--- src/rtl/bus_xfer_ctrl.sv ---
// rtl/bus_xfer_ctrl.sv - strobe sequencer for a bank of latch/enable registers
//
// Accepts one MOVE/LOAD/READ request at a time (req_valid/req_ready) and
// walks the register bank through the en -> capture -> latch sequence.
// Ports:
//   clk, rst                clock, synchronous active-high reset
//   req_valid/req_ready     request handshake
//   req_op/src/dst/imm      request fields (00 MOVE, 01 LOAD, 10 READ)
//   reg_data                flattened data_out of all registers
//   latch, en               per-register strobes (one-hot or zero)
//   bus_out                 byte driven to every register's data_in
//   done, err               completion pulse and reject flag
//   rd_valid, rd_data       READ result pulse and held value
module bus_xfer_ctrl #(
    parameter int N_REGS = 4,
    parameter int SEL_W  = 2,
    parameter int DATA_W = 8
) (
    input  logic                     clk,
    input  logic                     rst,
    input  logic                     req_valid,
    output logic                     req_ready,
    input  logic [1:0]               req_op,
    input  logic [SEL_W-1:0]         req_src,
    input  logic [SEL_W-1:0]         req_dst,
    input  logic [DATA_W-1:0]        req_imm,
    input  logic [N_REGS*DATA_W-1:0] reg_data,
    output logic [N_REGS-1:0]        latch,
    output logic [N_REGS-1:0]        en,
    output logic [DATA_W-1:0]        bus_out,
    output logic                     done,
    output logic                     err,
    output logic                     rd_valid,
    output logic [DATA_W-1:0]        rd_data
);

    typedef enum logic [2:0] {
        S_IDLE,
        S_EN,
        S_CAP,
        S_LAT,
        S_RESP
    } state_t;

    localparam logic [1:0] OP_MOVE = 2'b00;
    localparam logic [1:0] OP_LOAD = 2'b01;
    localparam logic [1:0] OP_READ = 2'b10;

    state_t              state;
    state_t              state_nx;
    logic [1:0]          op_q;
    logic [SEL_W-1:0]    src_q;
    logic [SEL_W-1:0]    dst_q;
    logic [DATA_W-1:0]   imm_q;
    logic                err_q;
    logic [DATA_W-1:0]   hold;
    logic [DATA_W-1:0]   rd_q;

    logic                accept;
    logic                src_bad;
    logic                dst_bad;
    logic                req_bad;
    logic [DATA_W-1:0]   src_word;

    assign req_ready = (state == S_IDLE) && !rst;
    assign accept    = req_valid && req_ready;

    // An index is only out of range if the op actually uses it.
    assign src_bad = 32'(req_src) >= N_REGS;
    assign dst_bad = 32'(req_dst) >= N_REGS;
    assign req_bad = (req_op == 2'b11)
                  || (((req_op == OP_MOVE) || (req_op == OP_READ)) && src_bad)
                  || (((req_op == OP_MOVE) || (req_op == OP_LOAD)) && dst_bad);

    // Select the source register's data_out; only meaningful in CAP.
    always_comb begin
        src_word = '0;
        for (int i = 0; i < N_REGS; i++) begin
            if (src_q == SEL_W'(i)) begin
                src_word = reg_data[i*DATA_W +: DATA_W];
            end
        end
    end

    always_comb begin
        state_nx = state;
        case (state)
            S_IDLE: begin
                if (accept) begin
                    if (req_bad) begin
                        state_nx = S_RESP;
                    end else if (req_op == OP_LOAD) begin
                        state_nx = S_LAT;
                    end else begin
                        state_nx = S_EN;
                    end
                end
            end
            S_EN:    state_nx = S_CAP;
            S_CAP:   state_nx = (op_q == OP_MOVE) ? S_LAT : S_RESP;
            S_LAT:   state_nx = S_IDLE;
            S_RESP:  state_nx = S_IDLE;
            default: state_nx = S_IDLE;
        endcase
    end

    always_ff @(posedge clk) begin
        if (rst) begin
            state <= S_IDLE;
            op_q  <= '0;
            src_q <= '0;
            dst_q <= '0;
            imm_q <= '0;
            err_q <= 1'b0;
            hold  <= '0;
            rd_q  <= '0;
        end else begin
            state <= state_nx;
            if (accept) begin
                op_q  <= req_op;
                src_q <= req_src;
                dst_q <= req_dst;
                imm_q <= req_imm;
                err_q <= req_bad;
            end
            // The register refreshed data_out at the end of EN, so CAP sees it.
            if (state == S_CAP) begin
                hold <= src_word;
                if (op_q == OP_READ) begin
                    rd_q <= src_word;
                end
            end
        end
    end

    always_comb begin
        en      = '0;
        latch   = '0;
        bus_out = '0;
        for (int i = 0; i < N_REGS; i++) begin
            en[i]    = (state == S_EN)  && (src_q == SEL_W'(i));
            latch[i] = (state == S_LAT) && (dst_q == SEL_W'(i));
        end
        if (state == S_LAT) begin
            bus_out = (op_q == OP_LOAD) ? imm_q : hold;
        end
    end

    assign done     = (state == S_LAT) || (state == S_RESP);
    assign err      = (state == S_RESP) && err_q;
    assign rd_valid = (state == S_RESP) && !err_q;
    assign rd_data  = rd_q;

endmodule

--- config.mk ---
export PLATFORM = sky130hd
export DESIGN_NAME = bus_xfer_ctrl
export DESIGN_NICKNAME = d
export VERILOG_FILES = /design/src/rtl/bus_xfer_ctrl.sv
export SDC_FILE = /design/constraint.sdc
export NUM_CORES = 1
export LEC_CHECK = 0
export CAP_MARGIN = 15
export CORE_AREA = 2 2 75 77
export DETAILED_ROUTE_END_ITERATION = 7
export DIE_AREA = 0 0 77 79
export MAX_ROUTING_LAYER = met4
export PLACE_DENSITY = 0.67
export SLEW_MARGIN = 10
export SYNTH_ARGS = -nofsm -noshare
export SYNTH_HDL_FRONTEND = slang
export SYNTH_SLANG_ARGS = --single-unit
--- constraint.sdc ---
create_clock -name clk -period 1.9 [get_ports clk]
set_input_delay 0.285 -clock clk [delete_from_list [all_inputs] [get_ports clk]]
set_output_delay 0.285 -clock clk [all_outputs]
set_load 0.01 [all_outputs]
== Yosys cells after proc, flatten, opt, wreduce, memory -nomap -nowiden ==
Index checks and enable logic that the tools add are counted.

* Register bits after elaboration: 34
* Input bits: 49
* Word-level logic and storage cells: 54

* Equality and inequality tests: 15
* Muxes and demuxes: 11
* Reductions and logical operators: 20

{| class="wikitable"
|+ Operators by type and width
! kind !! count
|-
| $mux W8 || 6
|-
| $eq A2 B2 Y1 const B || 6
|-
| $logic_and A1 B1 Y1 || 12
|-
| $mux W3 || 3
|-
| $pmux W3 S3 || 1
|-
| $eq A2 B1 Y1 const B || 4
|-
| $eq A3 B2 Y1 const B || 2
|-
| $logic_not A2 Y1 || 3
|-
| $eq A3 B1 Y1 const B || 1
|-
| $eq A3 B3 Y1 const B || 1
|-
| $logic_not A3 Y1 || 1
|-
| $logic_not A1 Y1 || 2
|-
| $mux W2 || 1
|-
| $ne A2 B2 Y1 const B || 1
|-
| $reduce_and A2 Y1 || 1
|-
| $logic_or A1 B1 Y1 || 1
|}

== Depth between registers and ports, before layout ==
Gate-level depths: netlist of run 1.

* Depth after elaboration: 5
* Depth in mapped cells: 5

== Worst setup path after synthesis of run 1 ==
OpenSTA, ideal clock, no wires.

* Path kind: register -> output
* Start: register state[0]
* End: output en[0]
* Data arrival time: 1.214 ns
* Slack: 0.401 ns
* Cell stages (with the launch flop): 4
* Path buffers: 1
* Path through: dfxtp_1 > buf_2 > nor3b_1 > nor3b_1

* Cells in the longest elaborated chain, start to end: 2

{| class="wikitable"
|+ Ends and longest elaborated chain
! item !! RTL line !! RTL
|-
| start, declared || 49 || <nowiki>state_t state;</nowiki>
|-
| start signal, assigned || 118 || <nowiki>state <= state_nx;</nowiki>
|-
| $eq A3 B1 Y1 || 141 || <nowiki>en[i] = (state == S_EN) && (src_q == SEL_W'(i));</nowiki>
|-
| $logic_and A1 B1 Y1 || 141 ||
|-
| end, declared || 29 || <nowiki>output logic [N_REGS-1:0] en,</nowiki>
|}

Every way passes these cells.

== Worst setup path in the final report of run 1 ==
* Start: register op_q[0]
* End: output bus_out[6]

* Cells in the longest elaborated chain, start to end: 3

{| class="wikitable"
|+ Ends and longest elaborated chain
! item !! RTL line !! RTL
|-
| start, declared || 51 || <nowiki>logic [1:0] op_q;</nowiki>
|-
| start signal, assigned || 120 || <nowiki>op_q <= req_op;</nowiki>
|-
| $eq A2 B1 Y1 || 145 || <nowiki>bus_out = (op_q == OP_LOAD) ? imm_q : hold;</nowiki>
|-
| $mux W8 || 145 ||
|-
| $mux W8 || 144 || <nowiki>if (state == S_LAT) begin</nowiki>
|-
| end, declared || 30 || <nowiki>output logic [DATA_W-1:0] bus_out,</nowiki>
|}

Every way passes these cells.

==> impl_metrics.env, run 1 <==
export IMPL_nNetsFinal=309
export IMPL_grt_pass1_wl_um=7710
export IMPL_syn_inst=172
export IMPL_setup_viol_count_final=0
export IMPL_ir_worst_vdd_mv=0.380
export IMPL_r2r_slack_ps=280
export IMPL_clock_path_buffers=2
export IMPL_ys_seq_area_share_pct=38.0
export IMPL_period_share_pct=96.0
export IMPL_die_h_um=79
export IMPL_gr_usage_all_layers_pct=16.4
export IMPL_leakage_nw=1.19
export IMPL_syn2layout_area_growth_pct=57.1
export IMPL_clock_skew_ps=5.42
export IMPL_crit_type="flop to output pin"
export IMPL_wl_per_cell_um=14.1
export IMPL_status="finished clean"
export IMPL_antenna_found_initial=0
export IMPL_rows=27
export IMPL_core_area_um2=5340
export IMPL_place_worst_setup_slack_ps=117
export IMPL_drt_iter0_drc=62
export IMPL_synth_edf_count=0
export IMPL_layout_drive_gt1_share_pct=21.8
export IMPL_synth_most_common_cell="dfxtp_1"
export IMPL_antenna_left=0
export IMPL_clock_latency_ps=290
export IMPL_initial_core_util_pct=33.5
export IMPL_worstHoldStart="hold[1]$_SDFFE_PP0N_"
export IMPL_synth_area_leaders="dfxtp_1 38%, mux2_4 8.4%, mux4_2 7.5%, nor2b_1 5.6%, mux2i_1 4.5%"
export IMPL_hold_end="hold[1]$_SDFFE_PP0N_"
export IMPL_tns_ps=0
export IMPL_startpoint_type="flop"
export IMPL_clkTransAtPathRegs_ps=70
export IMPL_grt_max_degree=15
export IMPL_worstPathArrival_ps=1540
export IMPL_power_total_w=0.00200
export IMPL_htreeDepth=2
export IMPL_grt_overflow=0
export IMPL_io_pins=77
export IMPL_async_flop_share_pct=0
export IMPL_reg2reg_to="rd_data[5]$_SDFFE_PP0P_"
export IMPL_dieArea_um2=6080
export IMPL_cp_data_required_time_ps=1620
export IMPL_grt_pass1_vias=1623
export IMPL_cts_sinks=34
export IMPL_portBuffers=76
export IMPL_firstDrtPassIters=5
export IMPL_ctsHoldBuffers=0
export IMPL_cts_tree="done"
export IMPL_cts_root_buf="clkbuf_8"
export IMPL_fill_cells=518
export IMPL_max_slew_margin_pct=53.5
export IMPL_syn_area_um2=1790
export IMPL_synth_top_area_cell="dfxtp_1"
export IMPL_setup_worst_path_end_class="output pin"
export IMPL_yosys_warnings=0
export IMPL_hold_path_class="flop to flop"
export IMPL_synth_fp_nets=221
export IMPL_antenna_cells=0
export IMPL_crit_fanout=5
export IMPL_routed_wl_um=4710
export IMPL_rsz0062_at_grt="false"
export IMPL_postSynthAreaPerCell_um2=10.4
export IMPL_hold_path_depth=2
export IMPL_dp_cells=320
export IMPL_synth_top_area_share_pct=38.0
export IMPL_synth_ff_type="dfxtp_1"
export IMPL_finalCriticalPeriod_ps=1820
export IMPL_viasPerCell=4.81
export IMPL_tightest_slew_ps=698
export IMPL_fin_cells=333
export IMPL_remaining_drc_errors=0
export IMPL_cap_violations=0
export IMPL_r2r_start="state[2]$_SDFFE_PP0P_"
export IMPL_ff_latch_area_um2=687
export IMPL_ff2ff_path_depth=4
export IMPL_synth_seq_cells=34
export IMPL_cts_buffers=5
export IMPL_yosysUniqueCellTypes=36
export IMPL_hold_viol=0
export IMPL_fmax_ghz=0.548
export IMPL_vias=1602
export IMPL_place_congestion=0.810
export IMPL_worst_slack_ps=76.7
export IMPL_cellPowerDensity_nw_per_um2=711
export IMPL_synthTopCellsByCount="34 x dfxtp_1, 20 x nand2_1, 16 x nor2b_1"
export IMPL_final_max_slew_viol_count=0
export IMPL_dieWidth_um=77
export IMPL_dp_hpwl_um=3590
export IMPL_multi_input_area_um2=1040
[routing by layer]
layer  track usage [%]  part of all wire, %  routed length [um]
met1              19.3                   43                2020
met2              27.8                   49                2320
met3              3.64                  5.4                 255
met4              5.89                  2.5                 116
met5                 -                    0                   0
[stage by stage]
| stage | instance area [um^2] | hold WS [ps] | utilization [%] |
|---|---|---|---|
| 2_1_floorplan | 1790 | 428 | - |
| 3_3_place_gp | 2660 | 443 | 49.7 |
| 3_5_place_dp | 2660 | 446 | 49.7 |
| 4_1_cts | 2760 | 463 | 51.8 |
| 5_1_grt | 2810 | 486 | 52.7 |
| 6_report | 2810 | 459 | 52.7 |
[cells by family after synthesis]
family,count (synthesis),synth area share [%]
and+or+nand+nor,69,21.9
DFF,34,38.0
AOI/OAI and AO/OA,26,9.78
muxes,30,25.9
buffers and inverters,13,4.47
[layout make-up]
| type | count | share of cell area (%) |
|---|---|---|
| clock inverter | 3 | 1.42 |
| tap | 72 | 3.20 |
| clock buffer | 5 | 2.45 |
| multi-input combinational | 125 | 37.1 |
| timing repair buffer | 93 | 31.3 |
| sequential | 34 | 24.4 |
| inverter | 1 | 0.133 |
[timing repair]
item / CTS / global route
gates resized for setup: 27 / 3
pin swaps: 0 / 0
endpoints found under the setup margin: 20 / 3
setup buffers: 1 / 4
[sequential cells by signal, indices dropped and copies added, names as in the netlist]
register	cells
imm_q	8
state	3
dst_q	2
rd_data	8
err_q	1
op_q	2
hold	8
src_q	2
[layout by cell type, fill, tap and decap left out, drive strengths merged, types with 12 or more instances in the layout]
master,instances
dlygate4sd2,19
clkdlybuf4s50,56
nor2,13
dfxtp,34
nand2,20
mux2,14
a21oi,12
nor2b,16
buf,17
[critical path: stages (launching register included)]
cell and delay [ps]:
dfxtp_2 340, nor2b_4 130, buf_6 120, buf_4 130, mux2i_1 180, nor2_1 70
dlygate4sd2_1 280
[report_power, final]
part           switching, W  internal, W
logic              0.000202     0.000321
clock network      0.000268     0.000386
registers         0.0000489     0.000774
[worst max path at each step]
stage               slack [ps]          to             startpoint  depth (start not counted)
floorplan                  400       en[0]  state[0]$_SDFFE_PP0P_                          3
global placement           100   req_ready                    rst                          3
detailed placement         120   req_ready                    rst                          3
CTS                         20  bus_out[7]   op_q[0]$_SDFFE_PP0P_                          6
global route                 9  bus_out[5]   op_q[0]$_SDFFE_PP0P_                          6
finish                      80  bus_out[6]   op_q[0]$_SDFFE_PP0P_                          6
Note: power is estimated with default switching activity, not from simulation.
==> run 2: changes to the inputs <==
Settings changed: SKIP_CTS_REPAIR_TIMING from default to 1.
==> run 2 against run 1 <==
Core utilization rose by 0.66 points. Clock skew hardly changed. Sequential power is essentially flat. Global-route usage fell by 0.10 points. Critical endpoint is now bus_out[7]. Worst hold slack gained 1.9 ps. Register-to-register slack barely moved. Highest routed layer unchanged. Power decreased by 0.51%. Clock-buffer cell count unchanged. Die area stayed put. Sequential share of layout area decreased by 0.39 points.
==> impl_metrics.env, run 2 (synthesis results as in run 1) <==
export IMPL_cellPowerDensity_nw_per_um2=699
export IMPL_leakage_nw=1.44
export IMPL_crit_buf_inv=3
export IMPL_worst_slack_ps=110
export IMPL_cp_top_family="buffers and inverters"
export IMPL_finalCriticalPeriod_ps=1790
export IMPL_grt_overflow=0
export IMPL_cts_buffers=5
export IMPL_layout_commonest_cell="clkdlybuf4s50_1"
export IMPL_final_max_slew_viol_count=0
export IMPL_status="finished clean"
export IMPL_dieWidth_um=77
export IMPL_clock_latency_ps=290
export IMPL_place_congestion=0.810
export IMPL_placed_cell_area_um2=2660
export IMPL_clock_skew_ps=5.25
export IMPL_cap_violations=0
export IMPL_crit_type="flop to output pin"
export IMPL_worstPathArrival_ps=1500
export IMPL_tightest_slew_ps=697
export IMPL_remaining_drc_errors=0
export IMPL_antenna_found_initial=0
export IMPL_dieArea_um2=6080
export IMPL_layout_drive_gt1_share_pct=20.5
export IMPL_whs_ps=461
export IMPL_startpoint_type="flop"
export IMPL_core_area_um2=5340
export IMPL_setup_worst_path_end_class="output pin"
export IMPL_grt_pass1_wl_um=7660
export IMPL_setup_viol_count_final=0
export IMPL_portBuffers=76
export IMPL_max_slew_margin_pct=53.5
export IMPL_routed_wl_um=4750
export IMPL_hold_path_class="flop to flop"
export IMPL_hold_viol=0
export IMPL_antenna_left=0
export IMPL_fin_cells=330
export IMPL_crit_chain="nor2b_1 -> buf_6 -> buf_4 -> mux2i_1 -> nor2_1 -> dlymetal6s2s_1"
export IMPL_cts_tree="done"
export IMPL_drt_iter0_drc=71
export IMPL_mostFrequentLayoutCells="56 x clkdlybuf4s50_1, 31 x dfxtp_1, 20 x nand2_1, 20 x dlymetal6s2s_1, 16 x nor2b_1"
export IMPL_clock_path_buffers=2
export IMPL_firstDrtPassIters=4
export IMPL_cts_sinks=34
export IMPL_io_pins=77
export IMPL_nNetsFinal=306
export IMPL_tns_ps=0
export IMPL_grt_max_degree=15
export IMPL_ir_worst_vdd_mv=0.380
export IMPL_viasPerCell=4.81
export IMPL_dp_hpwl_um=3590
export IMPL_htreeDepth=2
export IMPL_final_area_um2=2850
export IMPL_fill_cells=510
export IMPL_cp_data_required_time_ps=1620
export IMPL_gr_usage_all_layers_pct=16.3
export IMPL_grt_pass1_vias=1615
export IMPL_period_share_pct=94.2
export IMPL_rows=27
export IMPL_vias=1588
export IMPL_dp_cells=320
export IMPL_clkTransAtPathRegs_ps=70
export IMPL_fmax_ghz=0.559
export IMPL_initial_core_util_pct=33.5
export IMPL_wl_per_cell_um=14.4
export IMPL_cts_root_buf="clkbuf_8"
export IMPL_die_h_um=79
export IMPL_antenna_cells=0
export IMPL_syn2layout_area_growth_pct=59.0
export IMPL_cp_slowest_cell="dfxtp_1"
export IMPL_place_worst_setup_slack_ps=117
export IMPL_max_stage_delay_ps=340
export IMPL_crit_fanout=6
export IMPL_rsz0062_at_grt="false"
## run 2: changes by cell type in the layout (fill, tap and decap cells not counted), sizes merged
cell	change
buf	-3
clkdlybuf4s15	-1
dlygate4sd2	-19
dlymetal6s2s	+20
## run 2: stage by stage
| step | util [%] | total power, W |
|---|---|---|
| global placement | 49.7 | 0.00134 |
| detailed placement | 49.7 | 0.00134 |
| finish | 53.4 | 0.00199 |
| global route | 53.4 | 0.00208 |
| floorplan | - | 0.00113 |
| CTS | 51.8 | 0.00199 |
## run 2: power breakdown
part | leakage [nW] | switching [W] | internal [W]
clock network | 0.0579 | 0.000270 | 0.000386
logic | 1.11 | 0.000201 | 0.000313
registers | 0.279 | 0.0000479 | 0.000773
total | 1.44 | 0.000519 | 0.00147
## run 2: area by class of cell
| cell class | instances | area (um^2) | area share (%) |
|---|---|---|---|
| multi-input cells | 125 | 1040 | 36.6 |
| repair buffers | 90 | 920 | 32.3 |
| flip-flops and latches | 34 | 684 | 24.0 |
| well taps | 72 | 90.1 | 3.16 |
| clock buffers | 5 | 68.8 | 2.42 |
| clock inverters | 3 | 40.0 | 1.41 |
| inverters | 1 | 3.75 | 0.132 |
## run 2: final timing paths
kind	startpoint	end	slack [ps]	cells after the start
min	hold[7]$_SDFFE_PP0N_	hold[7]$_SDFFE_PP0N_	460	2
min reg2reg	hold[7]$_SDFFE_PP0N_	hold[7]$_SDFFE_PP0N_	460	2
max	op_q[0]$_SDFFE_PP0P_	bus_out[7]	110	6
max reg2reg	state[2]$_SDFFE_PP0P_	rd_data[5]$_SDFFE_PP0P_	280	4
## run 2: per-layer routing
layer  vias to the layer above  track usage (%)  part of all wire, %
met2                        52             27.6                   50
met3                        10             3.64                  4.9
met1                       739             19.1                   43
met4                         0             5.89                  2.4
met5                         -                -                    0
li1                        787                -                    -
## run 2: worst reg2reg max path: cells and delay by family, from the launching register on
family                 cells  cell delay [ps]
AOI/OAI and AO/OA          2              610
and+or+nand+nor            1              380
buffers and inverters      1              170
DFF                        1              350
==> run 3: changes to the inputs <==
Settings changed: DONT_BUFFER_PORTS from default to 1, PLACE_DENSITY 0.67 to 0.48.
==> run 3 against run 2 <==
Worst setup slack improved by 58 ps. Die area unchanged. Design area down 31%. Largest cell class unchanged. Sequential power increased by 3.5%.
==> impl_metrics.env, run 3 (synthesis results as in run 1) <==
export IMPL_status="finished clean"
export IMPL_crit_type="flop to output pin"
export IMPL_routed_wl_um=4230
export IMPL_pwr_share_seq_pct=46.8
export IMPL_ir_worst_vdd_mv=0.314
export IMPL_fin_util_pct=37.0
export IMPL_rsz0062_at_grt="false"
export IMPL_vias=1308
export IMPL_nNetsFinal=223
export IMPL_antenna_found_initial=0
export IMPL_worst_slack_ps=168
export IMPL_finalCriticalPeriod_ps=1730
export IMPL_syn2layout_area_growth_pct=10.4
export IMPL_cts_root_buf="clkbuf_8"
export IMPL_rows=27
export IMPL_endpoint="latch[1]"
export IMPL_antenna_left=0
export IMPL_grt_overflow=0
export IMPL_cellPowerDensity_nw_per_um2=919
export IMPL_htreeDepth=2
export IMPL_final_max_slew_viol_count=0
export IMPL_setup_viol_count_final=0
export IMPL_swShare_pct=25.9
export IMPL_startpoint="state[1]$_SDFFE_PP0P_"
export IMPL_ff2ff_path_depth=2
export IMPL_startpoint_type="flop"
export IMPL_mostFrequentLayoutCells="31 x dfxtp_1, 20 x nand2_1, 16 x nor2b_1, 13 x nor2_1, 12 x a21oi_1"
export IMPL_dieWidth_um=77
export IMPL_fill_cells=568
export IMPL_wl_per_cell_um=17.1
export IMPL_hold_path_class="input pin to flop"
export IMPL_p_sw_w=0.000471
export IMPL_reg2reg_to="rd_data[3]$_SDFFE_PP0P_"
export IMPL_core_area_um2=5340
export IMPL_tightest_slew_ps=633
export IMPL_fmax_ghz=0.577
export IMPL_p_int_w=0.00135
export IMPL_p_comb_share_pct=17.1
export IMPL_max_slew_margin_pct=57.8
export IMPL_cp_data_required_time_ps=1620
export IMPL_cts_sinks=34
export IMPL_io_pins=77
export IMPL_grt_max_degree=28
export IMPL_layout_commonest_cell="dfxtp_1"
export IMPL_remaining_drc_errors=0
export IMPL_cts_tree="done"
export IMPL_place_congestion=0.714
export IMPL_layout_drive_gt1_share_pct=24.6
export IMPL_period_share_pct=91.2
export IMPL_dieArea_um2=6080
export IMPL_die_h_um=79
export IMPL_clock_latency_ps=280
export IMPL_portBuffers=0
export IMPL_clkTransAtPathRegs_ps=70
export IMPL_r2r_start="src_q[0]$_SDFFE_PP0P_"
export IMPL_drt_iter0_drc=61
export IMPL_clock_skew_ps=6.11
export IMPL_leakage_nw=0.759
export IMPL_antenna_cells=0
export IMPL_gr_usage_all_layers_pct=14.9
export IMPL_clock_power_share_pct=36.1
export IMPL_setup_worst_path_end_class="output pin"
export IMPL_firstDrtPassIters=4
export IMPL_grt_pass1_wl_um=6800
export IMPL_initial_core_util_pct=33.5
export IMPL_dp_hpwl_um=3170
export IMPL_cap_violations=0
export IMPL_worstPathArrival_ps=1450
export IMPL_viasPerCell=5.30
export IMPL_crit_fanout=13
export IMPL_cts_buffers=5
export IMPL_power_total_w=0.00182
export IMPL_hold_viol=0
export IMPL_grt_pass1_vias=1419
export IMPL_r2r_slack_ps=220
export IMPL_place_worst_setup_slack_ps=163
export IMPL_clock_path_buffers=2
-- run 3: cell types whose count changed in the layout (fill, tap and decap cells not counted) --
cell | before | now
dlymetal6s2s_1 | 20 | 0
clkinv_2 | 2 | 0
buf_6 | 1 | 0
nor2_2 | 1 | 0
mux2i_1 | 7 | 8
mux2i_2 | 1 | 0
nor3b_2 | 2 | 3
nor2_1 | 12 | 13
clkdlybuf4s50_1 | 56 | 0
buf_4 | 13 | 7
clkbuf_1 | 0 | 2
nor3b_1 | 3 | 2
-- run 3: worst min-delay path by stage --
stage	to	slack [ps]	start	depth (start not counted)
after CTS	hold[0]$_SDFFE_PP0N_	50	rst	1
after floorplan	dst_q[0]$_SDFFE_PP0P_	430	req_dst[0]	1
after global placement	hold[0]$_SDFFE_PP0N_	360	rst	1
after global routing	hold[0]$_SDFFE_PP0N_	50	rst	1
final	hold[1]$_SDFFE_PP0N_	70	rst	1
after detailed placement	hold[0]$_SDFFE_PP0N_	360	rst	1
-- run 3: per-layer routing --
layer,vias to the layer above,global-route usage [%],share of wire (%)
li1,624,-,-
met1,636,17.1,42
met3,5,4.32,5.4
met5,-,-,0
met2,43,26.1,51
met4,0,3.21,0.99
-- run 3: per-stage QoR --
stage,cells,instance area (um^2),hold WS [ps],setup TNS [ps]
after detailed placement,239,1860,361,0
final,247,1980,70.5,0
after global placement,239,1860,361,0
after CTS,247,1960,54.3,-272
after global routing,247,1980,46.4,0
after floorplan,172,1790,428,0
-- run 3: critical path, cell delays in order, from the launching register on --
cell	delay, ps
dfxtp_2	470
nand3b_1	110
buf_4	190
nor3b_1	220
buf_4	160
-- run 3: area by class of cell --
type                    count  area [um^2]  share of cell area [%]
clock inverters             1         30.0                    1.52
multi-input cells         125         1040                    52.6
inverters                   1         3.75                   0.190
clock buffers               7         76.3                    3.86
repair buffers              7         52.6                    2.66
well taps                  72         90.1                    4.56
flip-flops and latches     34          684                    34.6
-- run 3: power groups by stage --
| stage | Sequential (W) | Clock (W) | Combinational (W) |
|---|---|---|---|
| 6_report | 0.000850 | 0.000655 | 0.000311 |
| 3_5_place_dp | 0.000865 | 0 | 0.000313 |
| 4_1_cts | 0.000849 | 0.000672 | 0.000314 |
| 3_3_place_gp | 0.000861 | 0 | 0.000307 |
| 2_1_floorplan | 0.000822 | 0 | 0.000309 |
| 5_1_grt | 0.000867 | 0.000709 | 0.000344 |
